==> config.mk <==
export PLATFORM = sky130hd
export DESIGN_NAME = sdram_p0_frontend
export DESIGN_NICKNAME = d
export VERILOG_FILES = /design/src/rtl/sdram_p0_frontend.sv
export SDC_FILE = /design/constraint.sdc
export NUM_CORES = 1
export LEC_CHECK = 0
export ABC_CLOCK_PERIOD_IN_PS = 5900
export BUFFER_PORTS_ARGS = -buffer_cell sky130_fd_sc_hd__buf_2
export CORE_MARGIN = 8
export CORE_UTILIZATION = 51
export DETAILED_ROUTE_END_ITERATION = 8
export GPL_ROUTABILITY_DRIVEN = 1
export MAX_ROUTING_LAYER = met4
export PLACE_DENSITY = 0.81
export SYNTH_ARGS = -nofsm -noshare
export SYNTH_HDL_FRONTEND = slang
export SYNTH_SLANG_ARGS = --single-unit
==> constraint.sdc <==
create_clock -name clk -period 5.9 [get_ports clk]
set_input_delay 0.295 -clock clk [delete_from_list [all_inputs] [get_ports clk]]
set_output_delay 0.295 -clock clk [all_outputs]
set_load 0.01 [all_outputs]
==> src/rtl/sdram_p0_frontend.sv <==
// Client front end for SDRAM controller port 0: in-order request FIFO, one-at-a-time
// p0 issue FSM, and a one-line read buffer that serves repeat reads of a burst line.
module sdram_p0_frontend #(
   parameter int ADDR_WIDTH   = 25,
   parameter int DATA_WIDTH   = 16,
   parameter int BURST_LENGTH = 8,
   parameter int FIFO_DEPTH   = 4,
   parameter int LINE_BUF_EN  = 1
) (
   input  logic                               clk,
   input  logic                               reset,
   input  logic                               init_complete,
   input  logic                               req_valid,
   output logic                               req_ready,
   input  logic                               req_we,
   input  logic [ADDR_WIDTH-1:0]              req_addr,
   input  logic [DATA_WIDTH-1:0]              req_wdata,
   input  logic [1:0]                         req_be,
   output logic                               rsp_valid,
   output logic [DATA_WIDTH-1:0]              rsp_data,
   output logic [ADDR_WIDTH-1:0]              p0_addr,
   output logic [DATA_WIDTH-1:0]              p0_data,
   output logic [1:0]                         p0_byte_en,
   output logic                               p0_wr_req,
   output logic                               p0_rd_req,
   input  logic [DATA_WIDTH*BURST_LENGTH-1:0] p0_q,
   input  logic                               p0_ready,
   input  logic                               p0_available
);
   localparam int WIDX = $clog2(BURST_LENGTH);
   localparam int PW   = $clog2(FIFO_DEPTH);
   localparam int TW   = ADDR_WIDTH - WIDX;
   localparam int LW   = DATA_WIDTH * BURST_LENGTH;

   localparam logic [PW:0]           CNT_ZERO  = (PW+1)'(0);
   localparam logic [PW:0]           CNT_ONE   = (PW+1)'(1);
   localparam logic [PW:0]           CNT_FULL  = (PW+1)'(FIFO_DEPTH);
   localparam logic [PW-1:0]         PTR_ZERO  = PW'(0);
   localparam logic [PW-1:0]         PTR_ONE   = PW'(1);
   localparam logic [WIDX-1:0]       WORD_ZERO = WIDX'(0);
   localparam logic [ADDR_WIDTH-1:0] ADDR_ZERO = {ADDR_WIDTH{1'b0}};
   localparam logic [DATA_WIDTH-1:0] DATA_ZERO = {DATA_WIDTH{1'b0}};
   localparam logic [TW-1:0]         TAG_ZERO  = {TW{1'b0}};

   typedef enum logic [1:0] {
      S_IDLE      = 2'd0,
      S_ISSUE     = 2'd1,
      S_WAIT_BUSY = 2'd2,
      S_WAIT_DONE = 2'd3
   } state_t;

   state_t                state_q, state_d;
   logic [PW-1:0]         wr_ptr_q, wr_ptr_d, rd_ptr_q, rd_ptr_d;
   logic [PW:0]           count_q, count_d;
   logic                  req_ready_q, req_ready_d;
   logic                  fifo_we_q    [FIFO_DEPTH];
   logic                  fifo_we_d    [FIFO_DEPTH];
   logic [ADDR_WIDTH-1:0] fifo_addr_q  [FIFO_DEPTH];
   logic [ADDR_WIDTH-1:0] fifo_addr_d  [FIFO_DEPTH];
   logic [DATA_WIDTH-1:0] fifo_wdata_q [FIFO_DEPTH];
   logic [DATA_WIDTH-1:0] fifo_wdata_d [FIFO_DEPTH];
   logic [1:0]            fifo_be_q    [FIFO_DEPTH];
   logic [1:0]            fifo_be_d    [FIFO_DEPTH];
   logic [LW-1:0]         buf_line_q, buf_line_d;
   logic [TW-1:0]         buf_tag_q, buf_tag_d;
   logic                  buf_valid_q, buf_valid_d;
   logic                  rsp_valid_q, rsp_valid_d;
   logic [DATA_WIDTH-1:0] rsp_data_q, rsp_data_d;
   logic [ADDR_WIDTH-1:0] p0_addr_q, p0_addr_d;
   logic [DATA_WIDTH-1:0] p0_data_q, p0_data_d;
   logic [1:0]            p0_be_q, p0_be_d;
   logic                  p0_wr_req_q, p0_wr_req_d;
   logic                  p0_rd_req_q, p0_rd_req_d;

   logic                  push_s, pop_s, empty_s, hit_s, finish_s;
   logic                  head_we_s;
   logic [ADDR_WIDTH-1:0] head_addr_s;
   logic [DATA_WIDTH-1:0] head_wdata_s;
   logic [1:0]            head_be_s;
   logic [TW-1:0]         head_tag_s;
   logic [WIDX-1:0]       head_word_s;

   function automatic logic [DATA_WIDTH-1:0] word_sel(input logic [LW-1:0] line,
                                                      input logic [WIDX-1:0] idx);
      word_sel = line[DATA_WIDTH*int'(idx) +: DATA_WIDTH];
   endfunction

   assign push_s       = req_valid & req_ready_q;
   assign empty_s      = (count_q == CNT_ZERO);
   assign head_we_s    = fifo_we_q[rd_ptr_q];
   assign head_addr_s  = fifo_addr_q[rd_ptr_q];
   assign head_wdata_s = fifo_wdata_q[rd_ptr_q];
   assign head_be_s    = fifo_be_q[rd_ptr_q];
   assign head_tag_s   = head_addr_s[ADDR_WIDTH-1:WIDX];
   assign head_word_s  = head_addr_s[WIDX-1:0];
   assign hit_s        = (LINE_BUF_EN != 0) && !head_we_s && buf_valid_q && (buf_tag_q == head_tag_s);

   // Queue bookkeeping; ready is registered from the next-cycle occupancy so it never sees the pop.
   always_comb begin
      fifo_we_d    = fifo_we_q;
      fifo_addr_d  = fifo_addr_q;
      fifo_wdata_d = fifo_wdata_q;
      fifo_be_d    = fifo_be_q;
      rd_ptr_d     = rd_ptr_q;
      if (push_s) begin
         fifo_we_d[wr_ptr_q]    = req_we;
         fifo_addr_d[wr_ptr_q]  = req_addr;
         fifo_wdata_d[wr_ptr_q] = req_wdata;
         fifo_be_d[wr_ptr_q]    = req_be;
         wr_ptr_d               = wr_ptr_q + PTR_ONE;
      end else begin
         wr_ptr_d = wr_ptr_q;
      end
      if (pop_s) begin
         rd_ptr_d = rd_ptr_q + PTR_ONE;
      end else begin
         rd_ptr_d = rd_ptr_q;
      end
      case ({push_s, pop_s})
         2'b10:   count_d = count_q + CNT_ONE;
         2'b01:   count_d = count_q - CNT_ONE;
         default: count_d = count_q;
      endcase
      req_ready_d = (count_d != CNT_FULL);
   end

   // Issue FSM, line buffer and response generation.
   always_comb begin
      state_d     = state_q;
      pop_s       = 1'b0;
      finish_s    = 1'b0;
      rsp_valid_d = 1'b0;
      rsp_data_d  = rsp_data_q;
      p0_addr_d   = p0_addr_q;
      p0_data_d   = p0_data_q;
      p0_be_d     = p0_be_q;
      p0_wr_req_d = 1'b0;
      p0_rd_req_d = 1'b0;
      buf_line_d  = buf_line_q;
      buf_tag_d   = buf_tag_q;
      buf_valid_d = buf_valid_q;
      case (state_q)
         S_IDLE: begin
            if (!empty_s && init_complete) begin
               if (hit_s) begin
                  pop_s       = 1'b1;
                  rsp_valid_d = 1'b1;
                  rsp_data_d  = word_sel(buf_line_q, head_word_s);
               end else if (p0_ready) begin
                  state_d = S_ISSUE;
                  if (head_we_s) begin
                     p0_addr_d   = head_addr_s;
                     p0_data_d   = head_wdata_s;
                     p0_be_d     = head_be_s;
                     p0_wr_req_d = 1'b1;
                     // A write into the buffered line makes the copy stale.
                     if (buf_tag_q == head_tag_s) begin
                        buf_valid_d = 1'b0;
                     end else begin
                        buf_valid_d = buf_valid_q;
                     end
                  end else begin
                     p0_addr_d   = {head_tag_s, WORD_ZERO};
                     p0_rd_req_d = 1'b1;
                  end
               end else begin
                  state_d = S_IDLE;
               end
            end else begin
               state_d = S_IDLE;
            end
         end
         S_ISSUE: begin
            state_d = S_WAIT_BUSY;
         end
         S_WAIT_BUSY: begin
            if (p0_available) begin
               finish_s = 1'b1;
            end else if (!p0_ready) begin
               state_d = S_WAIT_DONE;
            end else begin
               state_d = S_WAIT_BUSY;
            end
         end
         S_WAIT_DONE: begin
            if (head_we_s ? p0_ready : p0_available) begin
               finish_s = 1'b1;
            end else begin
               state_d = S_WAIT_DONE;
            end
         end
         default: begin
            state_d = S_IDLE;
         end
      endcase
      if (finish_s) begin
         pop_s   = 1'b1;
         state_d = S_IDLE;
         if (!head_we_s) begin
            rsp_valid_d = 1'b1;
            rsp_data_d  = word_sel(p0_q, head_word_s);
            if (LINE_BUF_EN != 0) begin
               buf_line_d  = p0_q;
               buf_tag_d   = head_tag_s;
               buf_valid_d = 1'b1;
            end else begin
               buf_valid_d = 1'b0;
            end
         end else begin
            rsp_valid_d = 1'b0;
         end
      end else begin
         pop_s = pop_s;
      end
   end

   // Control and output registers; reset abandons any in-flight operation.
   always_ff @(posedge clk) begin
      if (reset) begin
         state_q     <= S_IDLE;
         wr_ptr_q    <= PTR_ZERO;
         rd_ptr_q    <= PTR_ZERO;
         count_q     <= CNT_ZERO;
         req_ready_q <= 1'b0;
         buf_tag_q   <= TAG_ZERO;
         buf_valid_q <= 1'b0;
         rsp_valid_q <= 1'b0;
         rsp_data_q  <= DATA_ZERO;
         p0_addr_q   <= ADDR_ZERO;
         p0_data_q   <= DATA_ZERO;
         p0_be_q     <= 2'b00;
         p0_wr_req_q <= 1'b0;
         p0_rd_req_q <= 1'b0;
      end else begin
         state_q     <= state_d;
         wr_ptr_q    <= wr_ptr_d;
         rd_ptr_q    <= rd_ptr_d;
         count_q     <= count_d;
         req_ready_q <= req_ready_d;
         buf_tag_q   <= buf_tag_d;
         buf_valid_q <= buf_valid_d;
         rsp_valid_q <= rsp_valid_d;
         rsp_data_q  <= rsp_data_d;
         p0_addr_q   <= p0_addr_d;
         p0_data_q   <= p0_data_d;
         p0_be_q     <= p0_be_d;
         p0_wr_req_q <= p0_wr_req_d;
         p0_rd_req_q <= p0_rd_req_d;
      end
   end

   // Payload storage needs no reset: occupancy and buffer valid qualify it.
   always_ff @(posedge clk) begin
      fifo_we_q    <= fifo_we_d;
      fifo_addr_q  <= fifo_addr_d;
      fifo_wdata_q <= fifo_wdata_d;
      fifo_be_q    <= fifo_be_d;
      buf_line_q   <= buf_line_d;
   end

   assign req_ready  = req_ready_q;
   assign rsp_valid  = rsp_valid_q;
   assign rsp_data   = rsp_data_q;
   assign p0_addr    = p0_addr_q;
   assign p0_data    = p0_data_q;
   assign p0_byte_en = p0_be_q;
   assign p0_wr_req  = p0_wr_req_q;
   assign p0_rd_req  = p0_rd_req_q;
endmodule

==> flow_summary.rst <==
.. list-table::
   :header-rows: 1

   * - Metric
     - Value
   * - Required time of the critical path
     - 6300 ps
   * - Clock tree from TritonCTS
     - done
   * - Top-level port count
     - 241
   * - CTS H-tree depth
     - 2
   * - Highest cell delay on the worst timing path
     - 960 ps
   * - Worst relative slew slack
     - 16.22%
   * - Floorplan die area
     - 38010 sq um
   * - Placeable core region
     - 31560 sq um
   * - Detailed-route via count
     - 10.33k
   * - Pin count of the biggest net entering global routing
     - 150
   * - Endpoint with the worst hold slack
     - fifo_we_q[0]
   * - Max VDD drop
     - 0.2790 mV
   * - Area occupied by multi-input gates
     - 4940 sq um
   * - Clock tree buffer depth
     - 3
   * - Insertion delay of the later-clocked pin in the worst-skew pair
     - 550 ps
   * - Cell count of the worst reg-to-reg path
     - 13
   * - Final hold violations
     - 0
   * - Launching instance or port of the critical path
     - rd_ptr_q[0]
   * - Post-CTS Setup Repair Bufs
     - 0
   * - CTS Buf Count
     - 43
   * - Crit. End Element
     - register
   * - Routed length per instance
     - 22.87 um
   * - Number of clock sinks
     - 399
   * - Power density normalized to cell area
     - 315.2 nW/um^2
   * - Post-Route Skew
     - 26.45 ps
   * - Combined area of all synthesized cells
     - 16330 sq um
   * - Shortest period the worst path allows
     - 4239 ps
   * - Pins Over Slew Limit
     - 0
   * - Switching pwr
     - 1.507 mW
   * - Slowest CP cell
     - dfxtp_4
   * - Ys async rst share
     - 0%
   * - Worst hold margin
     - 31.45 ps
   * - Clock Root Buffer
     - clkbuf_16
   * - Worst-path fanout max
     - 48
   * - Remaining global-route overflow
     - 0
   * - DRT Wirelength
     - 41.88 mm
   * - Die W
     - 195.0 um
   * - Area added between synthesis and finish
     - 29.01%
   * - RD Place Congestion
     - 0.8264
   * - Initial drt markers
     - 651
   * - Post-synth EDFFs
     - 304
   * - Reg2reg start
     - rd_ptr_q[0]
   * - Drt first pass iters
     - 5
   * - Most used cells in the layout excluding fill and tap cells
     - 304 x edfxtp_1, 240 x buf_2, 171 x dlygate4sd3_1
   * - RSZ-0062 raised after global routing
     - false
   * - HP Class
     - input port to register
   * - Hpwl dp
     - 24.75 mm
   * - PnR Total Power
     - 6.641 mW
   * - Run status
     - finished, final reports clean
   * - Register-to-register path setup slack
     - 1660 ps
   * - Distinct cells, synth
     - 50
   * - Syn Inst Count
     - 978
   * - Vias in the first global route
     - 11.09k
   * - Worst slew pin tran
     - 1249 ps
   * - DR DRC count
     - 0
   * - Startpoint type of the worst setup path
     - register
   * - Clock power frac
     - 41.4%
   * - Logic gate share of total power
     - 11.6%
   * - Total Nets Final
     - 1571
   * - Layout filler cell count
     - 2062
   * - Endpoint of the most critical register-to-register path
     - req_ready
   * - Post-route core utilization
     - 66.77%
   * - Fmax achieved
     - 235.9 MHz
   * - Top flip-flop cell by instance count after synthesis
     - edfxtp_1
   * - Worst Setup Path Type
     - register to register
   * - Vias per cell
     - 5.640
   * - Count of max-cap constraint violations
     - 0
   * - Sequential power share
     - 47.0%
   * - Total routing usage reported by global routing
     - 22.42%
   * - Antenna violations before repair
     - 7
   * - Setup tns final
     - 0 ps
   * - Total setup violations reported at the end of the flow
     - 0
   * - Commonest non-fill, non-tap cell in the layout
     - edfxtp_1
   * - Port Buf Inserts
     - 240
   * - Min-Delay Path Depth
     - 1
   * - Switching power share of the total
     - 22.69%
   * - Clock transition time at the flip-flop clock pins of the worst setup and hold paths
     - 60 ps
   * - Share of layout cells above drive strength 1
     - 28.92%
   * - Critical path data arrival time
     - 4640 ps
   * - Min-Delay Startpoint
     - req_we
   * - Static leakage
     - 7.844 nW
   * - Reg area
     - 11040 sq um
   * - Wire length of the first global-routing pass
     - 64.92 mm
   * - Fraction of the yosys area taken by sequential cells
     - 67.54%
   * - Net count of the mapped netlist
     - 1162
   * - Average footprint of a synthesized cell
     - 16.70 sq um
   * - Critical path, cell by cell
     - mux4_1 -> xnor2_1 -> nand4_1 -> nor4_4 -> a21oi_1 -> inv_1 -> ha_1 -> inv_1 -> fa_1 -> xor2_1 -> nor2_1 -> xor2_1 -> a21oi_1
   * - Placement Rows
     - 65
   * - Register bit count reported by yosys
     - 399
   * - Synthesis warning total
     - 0
   * - Internal power summed over all cells
     - 5.134 mW
   * - Die height
     - 195.0 um
   * - Final cycle utilization of the critical path
     - 71.84%
   * - Antenna violation net count after detailed routing
     - 0
   * - Effective utilization at floorplan
     - 51.76%
layer usage:
layer | track usage [%] | up-vias | wire (um)
met5 | - | - | 0
met4 | 6.934 | 0 | 1066
met2 | 38.31 | 437 | 21560
li1 | - | 4659 | -
met3 | 4.647 | 78 | 3049
met1 | 26.48 | 5153 | 16200
logic make-up (layout without fill, tap and decap cells):
family	Yosys count	after routing	share of synthesized area, %
mux	203	203	18.53
other cells	0	8	0
buf+inv	75	518	2.352
fa+ha+maj	6	6	0.5056
flops	399	399	67.54
compound gates	92	92	4.336
simple gates	181	181	5.554
xor+xnor	22	22	1.180
flip-flops by register name, summed over array words and instances (netlist names), 3 cells and up:
signal / flops
fifo_addr_q: 100
buf_tag_q: 22
p0_addr: 25
fifo_be_q: 8
fifo_wdata_q: 64
buf_line_q: 128
count_q: 3
p0_data: 16
fifo_we_q: 4
rsp_data: 16
worst max-delay path: cells and delay by family (launching register included):
family,cells,cell delay (ps)
xor gates and xnor gates,3,500
DFF,1,960
adders and majority gates,2,550
AOI/OAI and AO/OA,2,290
buffers and inverters,2,150
muxes,1,720
and+or+nand+nor,3,880
power groups by stage:
stage	sequential, mW	combinational, mW	clock, mW
global route	3.12	0.827	2.91
global placement	3.17	0.655	0
CTS	3.12	0.765	2.80
detailed placement	3.18	0.670	0
floorplan	3.16	0.468	0
finish	3.12	0.774	2.75
cells in the mapped netlist (all sizes together) (4+ instances only):
| cell | n | area (sq um) |
|---|---|---|
| nand3 | 5 | 25.02 |
| nand4 | 4 | 25.02 |
| nand2b | 42 | 262.8 |
| mux4 | 77 | 1753 |
| mux2 | 7 | 82.57 |
| buf | 30 | 215.2 |
| edfxtp | 304 | 9129 |
| nor2b | 6 | 37.54 |
| clkbuf | 29 | 108.9 |
| nand2 | 53 | 198.9 |
| and3 | 4 | 25.02 |
| dfxtp | 95 | 1902 |
| a22o | 15 | 131.4 |
| ha | 5 | 62.56 |
| nor2 | 50 | 187.7 |
| a221oi | 17 | 148.9 |
| inv | 16 | 60.06 |
| mux2i | 119 | 1191 |
| a21oi | 30 | 150.1 |
| a221o | 17 | 170.2 |
| xnor2 | 19 | 166.4 |
layout make-up:
cell class / instances / area share (%)
Antenna cell: 8 / 0.09502
Clock inverter: 20 / 1.301
Inverter: 16 / 0.2969
Sequential cell: 399 / 52.38
Timing Repair Buffer: 423 / 14.37
Tap cell: 402 / 2.387
Clock buffer: 59 / 5.725
Multi-Input combinational cell: 504 / 23.45
metrics by stage:
stage	cells	setup WS, ps	cell area (sq um)
floorplan	978	79.95	16330
global placement	1573	1718	17860
detailed placement	1573	1657	17860
CTS	1823	1633	21050
global route	1830	1338	21070
finish	1831	1661	21070
worst max path at each step:
stage          slack [ps]  depth (start not counted)            end
6_report             1660                         13      req_ready
2_1_floorplan          80                          6  buf_line_q[0]
3_3_place_gp         1720                         13      req_ready
3_5_place_dp         1660                         13      req_ready
5_1_grt              1340                         13      req_ready
4_1_cts              1630                         13      req_ready
repair_timing:
item,CTS,global route
endpoints found under the hold margin,300,0
hold buffers,171,0
gates resized for setup,0,0
Note: power is estimated with default switching activity, not from simulation.
